**src/rtl/if_fetch_stage_pkg.sv**
```systemverilog
// Shared definitions for the instruction-fetch stage: the NOP encoding that
// marks an empty IF/ID slot and the fetch-state encoding.
package if_fetch_stage_pkg;

  // addi x0,x0,0 -- architecturally a no-op, used as the bubble instruction
  localparam logic [31:0] IF_NOP_INST = 32'h0000_0013;

  typedef enum logic [1:0] {
    FETCH_REQ  = 2'd0,
    FETCH_WAIT = 2'd1,
    FETCH_HOLD = 2'd2
  } fetch_state_e;

endpackage

```
**src/rtl/if_fetch_stage.sv**
```systemverilog
// Instruction-fetch stage. Keeps the PC, issues one memory request at a time,
// and fills the IF/ID pipeline register. A single epoch bit tags each request
// so responses belonging to a path abandoned by an EX redirect are dropped.
module if_fetch_stage
  import if_fetch_stage_pkg::*;
#(
  parameter logic [31:0] RESET_PC = 32'h0000_0000,
  parameter logic [31:0] NOP_INST = IF_NOP_INST
) (
  input  logic        clk,
  input  logic        rst,
  input  logic        pc_en,
  input  logic        if_id_en,
  input  logic        ex_take_branch,
  input  logic [31:0] ex_target_pc,
  output logic        imem_req_valid,
  input  logic        imem_req_ready,
  output logic [31:0] imem_req_addr,
  input  logic        imem_resp_valid,
  input  logic [31:0] imem_resp_data,
  output logic [31:0] if_id_IR,
  output logic [31:0] if_id_PC,
  output logic [31:0] if_id_NPC,
  output logic        if_id_valid_inst
);

  fetch_state_e state_q, state_d;
  logic [31:0]  pc_q, pc_d;
  logic         epoch_q, epoch_d;
  logic         reqEpoch_q, reqEpoch_d;
  logic [31:0]  holdInst_q, holdInst_d;
  logic [31:0]  ifIr_q, ifIr_d;
  logic [31:0]  ifPc_q, ifPc_d;
  logic [31:0]  ifNpc_q, ifNpc_d;
  logic         ifValid_q, ifValid_d;
  logic [31:0]  pcPlus4;
  logic         reqOutstanding;

  assign pcPlus4 = pc_q + 32'd4;

  // The request strobe comes straight from the state so it is low while in reset
  assign imem_req_valid   = rst && (state_q == FETCH_REQ);
  assign imem_req_addr    = pc_q;
  assign if_id_IR         = ifIr_q;
  assign if_id_PC         = ifPc_q;
  assign if_id_NPC        = ifNpc_q;
  assign if_id_valid_inst = ifValid_q;

  // Next-state, next-PC and IF/ID load decisions; redirect overrides everything
  always_comb begin
    state_d        = state_q;
    pc_d           = pc_q;
    epoch_d        = epoch_q;
    reqEpoch_d     = reqEpoch_q;
    holdInst_d     = holdInst_q;
    ifIr_d         = ifIr_q;
    ifPc_d         = ifPc_q;
    ifNpc_d        = ifNpc_q;
    ifValid_d      = ifValid_q;
    reqOutstanding = 1'b0;

    // An enabled IF/ID with nothing new to accept takes a bubble
    if (if_id_en) begin
      ifIr_d    = NOP_INST;
      ifValid_d = 1'b0;
    end

    case (state_q)
      FETCH_REQ: begin
        if (imem_req_ready) begin
          state_d        = FETCH_WAIT;
          reqEpoch_d     = epoch_q;
          reqOutstanding = 1'b1;
        end
      end
      FETCH_WAIT: begin
        if (imem_resp_valid) begin
          if (reqEpoch_q != epoch_q) begin
            state_d = FETCH_REQ;
          end else if (if_id_en && pc_en) begin
            ifIr_d    = imem_resp_data;
            ifPc_d    = pc_q;
            ifNpc_d   = pcPlus4;
            ifValid_d = 1'b1;
            pc_d      = pcPlus4;
            state_d   = FETCH_REQ;
          end else begin
            holdInst_d = imem_resp_data;
            state_d    = FETCH_HOLD;
          end
        end else begin
          reqOutstanding = 1'b1;
        end
      end
      FETCH_HOLD: begin
        if (if_id_en && pc_en) begin
          ifIr_d    = holdInst_q;
          ifPc_d    = pc_q;
          ifNpc_d   = pcPlus4;
          ifValid_d = 1'b1;
          pc_d      = pcPlus4;
          state_d   = FETCH_REQ;
        end
      end
      default: state_d = FETCH_REQ;
    endcase

    // Tagging any in-flight request with the pre-toggle epoch guarantees a
    // mismatch even after back-to-back redirects with the single epoch bit.
    if (ex_take_branch) begin
      pc_d       = ex_target_pc & 32'hFFFF_FFFC;
      epoch_d    = ~epoch_q;
      reqEpoch_d = epoch_q;
      ifIr_d     = NOP_INST;
      ifPc_d     = ifPc_q;
      ifNpc_d    = ifNpc_q;
      ifValid_d  = 1'b0;
      state_d    = reqOutstanding ? FETCH_WAIT : FETCH_REQ;
    end
  end

  // State, PC, epoch, hold buffer and IF/ID register
  always_ff @(posedge clk or negedge rst) begin
    if (!rst) begin
      state_q    <= FETCH_REQ;
      pc_q       <= RESET_PC;
      epoch_q    <= 1'b0;
      reqEpoch_q <= 1'b0;
      holdInst_q <= 32'd0;
      ifIr_q     <= NOP_INST;
      ifPc_q     <= 32'd0;
      ifNpc_q    <= 32'd0;
      ifValid_q  <= 1'b0;
    end else begin
      state_q    <= state_d;
      pc_q       <= pc_d;
      epoch_q    <= epoch_d;
      reqEpoch_q <= reqEpoch_d;
      holdInst_q <= holdInst_d;
      ifIr_q     <= ifIr_d;
      ifPc_q     <= ifPc_d;
      ifNpc_q    <= ifNpc_d;
      ifValid_q  <= ifValid_d;
    end
  end

endmodule
```
**config.mk**
```make
export PLATFORM = sky130hd
export DESIGN_NAME = if_fetch_stage
export DESIGN_NICKNAME = d
export VERILOG_FILES = /design/src/rtl/if_fetch_stage_pkg.sv /design/src/rtl/if_fetch_stage.sv
export SDC_FILE = /design/constraint.sdc
export NUM_CORES = 1
export LEC_CHECK = 0
export BUFFER_PORTS_ARGS = -buffer_cell sky130_fd_sc_hd__clkbuf_2
export CAP_MARGIN = 20
export CORE_MARGIN = 3
export CORE_UTILIZATION = 49
export DETAILED_ROUTE_END_ITERATION = 10
export PLACE_DENSITY = 0.77
export SLEW_MARGIN = 20
export SYNTH_ARGS = -nofsm -noshare
export SYNTH_HDL_FRONTEND = slang
export SYNTH_SLANG_ARGS = --single-unit
```
**constraint.sdc**
```tcl
create_clock -name clk -period 2.15 [get_ports clk]
set_input_delay 0 -clock clk [delete_from_list [all_inputs] [get_ports clk]]
set_output_delay 0 -clock clk [all_outputs]
set_load 0.03 [all_outputs]
```
# Word level (Yosys, flattened, before mapping)
# Cells that the tools add are included.
# totals
reg_bits	165
latchBits	0
ram_bits	0
rom_bits	0
in_bits	71
output_inout_bits	130
n_memories	0
# classes
add_sub_neg	1
n_mul	0
n_div	0
n_lt_le_gt_ge	0
eq_ne	9
n_shift	0
mux	40
n_bitwise	4
reduce_logical	12
# ops
cell	count
$mux 32	16
$pmux 32 s2	4
$add 32x3->32 const B	1
$mux 2	6
$ne 3x3->1 const B	4
$mux 1	11
$reduce_and 4->1	2
$pmux 2 s3	1
$reduce_and 3->1	2
$reduce_bool 2->1	3
$ne 2x2->1 const B	2
$not 1->1	4
$pmux 1 s2	2
$reduce_bool 3->1	1
$eq 2x1->1 const B	1
$eq 2x2->1 const B	1
$logic_and 1x1->1	2
$logic_not 2->1	1
$reduce_and 2->1	1
$ne 1x1->1	1

# Longest topological paths before layout
# logic_depth
depth_word	6
ltp_mapped	8
ltp_nobuf	6

# Worst setup path before layout
# No wires, ideal clock.
# synth_path
path_kind	register to register
from	register pc_q[2], in the netlist imem_req_addr[2]
to	register ifNpc_q[28], in the netlist if_id_NPC[28]
setup_time_ps	82
arrival_time_ps	2333
setup_slack_ps	-265
path_stages_with_launch	7
n_path_buf	1
path_cell_list	dfrtp_1 > ha_1 > nand3_2 > or4_1 > buf_2 > or4_1 > a31oi_1
# synth_between
elab_chain_cells	5
# synth_rtl
item	line	rtl
start: declaration	if_fetch_stage.sv:28	logic [31:0] pc_q, pc_d;
start signal: assignment	if_fetch_stage.sv:136	pc_q <= pc_d;
$add 32x3->32 (*)	if_fetch_stage.sv:39	assign pcPlus4 = pc_q + 32'd4;
$mux 32 (*)	if_fetch_stage.sv:80, if_fetch_stage.sv:96	
$mux 32	if_fetch_stage.sv:78	if (reqEpoch_q != epoch_q) begin
$mux 32	if_fetch_stage.sv:77	if (imem_resp_valid) begin
$pmux 32 s2 (*)	if_fetch_stage.sv:68	case (state_q)
end signal: assignment	if_fetch_stage.sv:142	ifNpc_q <= ifNpc_d;
end: declaration	if_fetch_stage.sv:34	logic [31:0] ifNpc_q, ifNpc_d;
# Mark *: on every way between the ends. The rest lies on a longest branch, timed or not. The select of a mux whose other input is x is not followed.
# A chain may end at the register's enable or synchronous reset.

# Final worst setup path
# layout_path
from	register state_q[1]
to	register pc_q[11], in the netlist imem_req_addr[11]
# layout_between
elab_chain_cells	3
word_cells_on_any_way	8
# layout_rtl
item	line	rtl
start: declaration	if_fetch_stage.sv:27	fetch_state_e state_q, state_d;
start signal: assignment	if_fetch_stage.sv:135	state_q <= state_d;
$eq 2x1->1 / $eq 2x2->1 (equally long branches)	if_fetch_stage.sv:68	
$ne 3x3->1 (no line) (tied with other cells)	-	
$reduce_and 3->1 (no line) / $mux 32 (equally long branches)	-	
# Parallel ways exist; a longest one is shown, timed or not.

==> metrics <==
total negative slack=0 ns; capturing element type of the critical path=register; total placed cells including tap cells=1156; final net count=1110; average wire length per cell after detail routing=19.8 microns; critical register-to-register path startpoint=state_q[1]$_DFFE_PN0P_; critical path fanouts, max=25; Tightest Pin Transition=0.733 ns; crit path launch type=register; die extent in x=135 microns; highest achievable clock rate=472 MHz; largest area contributor in the netlist=sky130_fd_sc_hd__dfrtp_1; total number of H-tree levels=4; slowest stage cell on the critical path=sky130_fd_sc_hd__or4_1; worst min-delay path category=in2reg; Post-Route Skew=0.00881 ns; launch instance of the worst min-delay path=pc_en; Async SR Flop Fraction=between 90% and 100%; global-route wire length before repair=39200 microns; flip-flop and latch count after synthesis=159; detail-routed via count per cell=slightly above 6; via count of the first global-routing pass=7226; buffers added on ports=192; Routed Wire Length=25100 microns; count of max-cap constraint violations=0; Rel. slew slack=51.0%; primary flip-flop cell chosen by synthesis mapping=sky130_fd_sc_hd__dfrtp_1; Placed Instance Area=approximately 0.0096 sq mm; clock latency on the worst-skew pair=roughly 0.43 ns; Final Hold Vio Count=0; number of design rule violations left after detail routing=0; signed area change from the synthesized netlist to the final layout=35.5%; total clock buffers created by CTS=17; Top-Level Pins=201; vias after detailed routing=~7700; critical path type=reg2reg; number of cells on the worst reg-to-reg path=7; CTS tree=yes; sink count of the clock tree=159; antenna violation net count after detailed routing=0; Final setup violation count=0; placement row count=46; Diodes inserted=0; drt pass-1 iters=9; Leak=5.07 nW; die boundary height=around 130 microns; estimated wirelength of the detail-placed design=between 15000 and 20000 microns; Total Routing Usage GR=27.2%; DRT iter0 DRCs=725; CTS max path bufs=2; most area-consuming cells after synthesis=sky130_fd_sc_hd__dfrtp_1 48%, sky130_fd_sc_hd__mux2_2 9.9%, sky130_fd_sc_hd__a222oi_1 3.6%; starting utilization of the core area=50.5%; data required time at the worst endpoint=2.49 ns; global route total overflow=0; combined area of all synthesized cells=0.00811 sq mm; pin count of the biggest net entering global routing=77; area fraction of the dominant cell type after synthesis=48.1%; worst-path cell chain=inv_1, ha_1, and4b_2, a31oi_4, buf_12, or4_1, a31oi_2; core area=0.0161 sq mm; number of standard cells in the final layout excluding fillers=about 1300; YS warnings=0; final clock period utilization by the worst path=98.5%; Cells after Synth=between 700 and 800; number of distinct standard cells referenced by the synthesized netlist=60; Post-synth EDFFs=0; antenna violations before repair=0; number of pins with negative max-slew slack in the final report=0; Reg clk slew, reported paths=0.07 ns; launching instance or port of the critical path=state_q[1]$_DFFE_PN0P_; power density over cell area=approximately 1200 mW/mm^2; fillers=about 1200; Die ar.=0.0181 sq mm; stage delay of the slowest cell on the critical path=0.54 ns; fraction of layout instances using a drive strength above 1=a little under two fifths; Hold Path Depth=4; clock root buffer=sky130_fd_sc_hd__clkbuf_16; final non-filler cell area=0.0110 sq mm; average cell area after synthesis=10.6 sq um; Arrival @ worst endpoint=2.46 ns; outcome=complete, no violations; post-layout minimum cycle time=2.12 ns; worst vdd rail ir drop=0.794 mV; sequential fraction of the synthesis area=49.1%; RePlAce Congestion=0.833; Post-Route Hold Slack=0.0725 ns
## layout make-up
class                   count  area, sq um  area share, %
flip-flops and latches    159         4000           36.3
multi-input cells         519         3820           34.8
repair buffers            328         2240           20.4
clock buffers              21          470           4.28
well taps                 216          270           2.46
clock inverters            11          155           1.41
inverters                  10         37.5          0.341
## path summary, 6_finish.rpt
path / endpoint / slack [ns]
setup / recovery: imem_req_addr[11]$_DFFE_PN0P_ / 0.03
hold / removal: if_id_valid_inst$_DFF_PN0_ / 0.07
setup reg to reg: imem_req_addr[11]$_DFFE_PN0P_ / 0.03
hold reg to reg: if_id_PC[21]$_DFFE_PN0P_ / 0.50
max in group asynchronous: imem_req_addr[6]$_DFFE_PN0P_ / 0.83
min in group asynchronous: if_id_PC[10]$_DFFE_PN0P_ / 0.19
## through the flow
step / util, % / setup slack, ns / power [mW]
finish: 68.5 / 0.0321 / 13.6
detailed placement: 59.7 / 0.0259 / 10.1
floorplan: - / -0.0218 / 8.20
CTS: 67.9 / 0.00296 / 13.4
global route: 68.5 / -0.0120 / 14.2
global placement: 59.7 / 0.0735 / 9.96
## synth_stat cells, types with 22 or more instances
master and instances:
sky130_fd_sc_hd__dfrtp_1 156, sky130_fd_sc_hd__mux2_2 71, sky130_fd_sc_hd__nor2_1 57, sky130_fd_sc_hd__clkbuf_1 49, sky130_fd_sc_hd__nor2b_1 37, sky130_fd_sc_hd__a21oi_1 35
sky130_fd_sc_hd__a31oi_1 32, sky130_fd_sc_hd__a222oi_1 29, sky130_fd_sc_hd__a41o_1 29, sky130_fd_sc_hd__o21ai_0 25, sky130_fd_sc_hd__or4_1 25, sky130_fd_sc_hd__nand2_1 22
## critical path, delay by kind of cell, from the launching register on
family                   cells  cell delay, ns
AO/OA/AOI/OAI                2            0.31
adder cells (fa/ha/maj)      1            0.20
AND/OR/NAND/NOR              2            0.86
buffers and inverters        2            0.28
flip-flops                   1            0.39
## placed cells by master (no fill, tap or decap), types with 3 or more instances in the layout
master and count:
sky130_fd_sc_hd__clkbuf_2 191, sky130_fd_sc_hd__dfrtp_1 146, sky130_fd_sc_hd__mux2_2 71, sky130_fd_sc_hd__dlygate4sd3_1 69, sky130_fd_sc_hd__buf_4 61, sky130_fd_sc_hd__nor2_1 56
sky130_fd_sc_hd__nor2b_1 37, sky130_fd_sc_hd__a21oi_1 35, sky130_fd_sc_hd__a31oi_1 30, sky130_fd_sc_hd__a41o_1 29, sky130_fd_sc_hd__a222oi_1 29, sky130_fd_sc_hd__o21ai_0 25
sky130_fd_sc_hd__or4_1 23, sky130_fd_sc_hd__nand2_1 22, sky130_fd_sc_hd__nand3_1 19, sky130_fd_sc_hd__clkbuf_16 18, sky130_fd_sc_hd__o31ai_1 16, sky130_fd_sc_hd__or3_1 15
sky130_fd_sc_hd__xnor2_1 15, sky130_fd_sc_hd__nand4_1 10, sky130_fd_sc_hd__dfrtp_2 10, sky130_fd_sc_hd__inv_1 9, sky130_fd_sc_hd__a221oi_1 7, sky130_fd_sc_hd__and3_1 6
sky130_fd_sc_hd__conb_1 6, sky130_fd_sc_hd__mux2i_1 5, sky130_fd_sc_hd__buf_12 5, sky130_fd_sc_hd__and2_1 4, sky130_fd_sc_hd__nor4_1 4, sky130_fd_sc_hd__o211ai_1 4
sky130_fd_sc_hd__or2_2 4, sky130_fd_sc_hd__clkinv_4 4, sky130_fd_sc_hd__a21o_1 3, sky130_fd_sc_hd__nand3b_1 3, sky130_fd_sc_hd__and4_1 3, sky130_fd_sc_hd__or4_4 3
sky130_fd_sc_hd__nor3_1 3, sky130_fd_sc_hd__bufinv_16 3, sky130_fd_sc_hd__clkbuf_8 3, sky130_fd_sc_hd__dfstp_2 3
## timing repair
item	CTS	global route
hold buffers	69	0
hold endpoints to repair	244	0
gates resized for setup	0	5
endpoints found under the setup margin	0	17
setup buffers	0	6
## report_power, final
group	internal [mW]	switching, mW
sequential	4.02	0.615
combinational	2.05	3.67
clock	1.93	1.28
total	8.01	5.56
## routing by layer
layer / track usage (%) / up-vias / share of wire (%) / wire length, microns
met3: 7.30 / 35 / 9.3 / 2340
met2: 43.4 / 407 / 48 / 12000
met4: 7.98 / 0 / 2.0 / 511
li1: - / 3445 / - / -
met5: 0 / - / 0 / 0
met1: 36.6 / 3803 / 41 / 10200
## flip-flops by register name (all words and copies together) (netlist names)
signal and count:
holdInst_q 32, if_id_IR 32, if_id_NPC 30, if_id_PC 30, imem_req_addr 30, state_q 2, epoch_q 1, if_id_valid_inst 1
reqEpoch_q 1
## cell families (layout without fill, tap and decap cells)
family          after synthesis  count (layout)  synth area share, %
simple gates                222             222                 15.2
compound gates              194             194                 17.7
flops                       159             159                 49.1
buf+inv                      92             370                 4.90
mux                          76              76                 10.5
xor+xnor                     17              17                 1.93
fa+ha+maj                     4               4                0.617
other cells                   1               6               0.0462
Power figures use the tool's default switching activity.
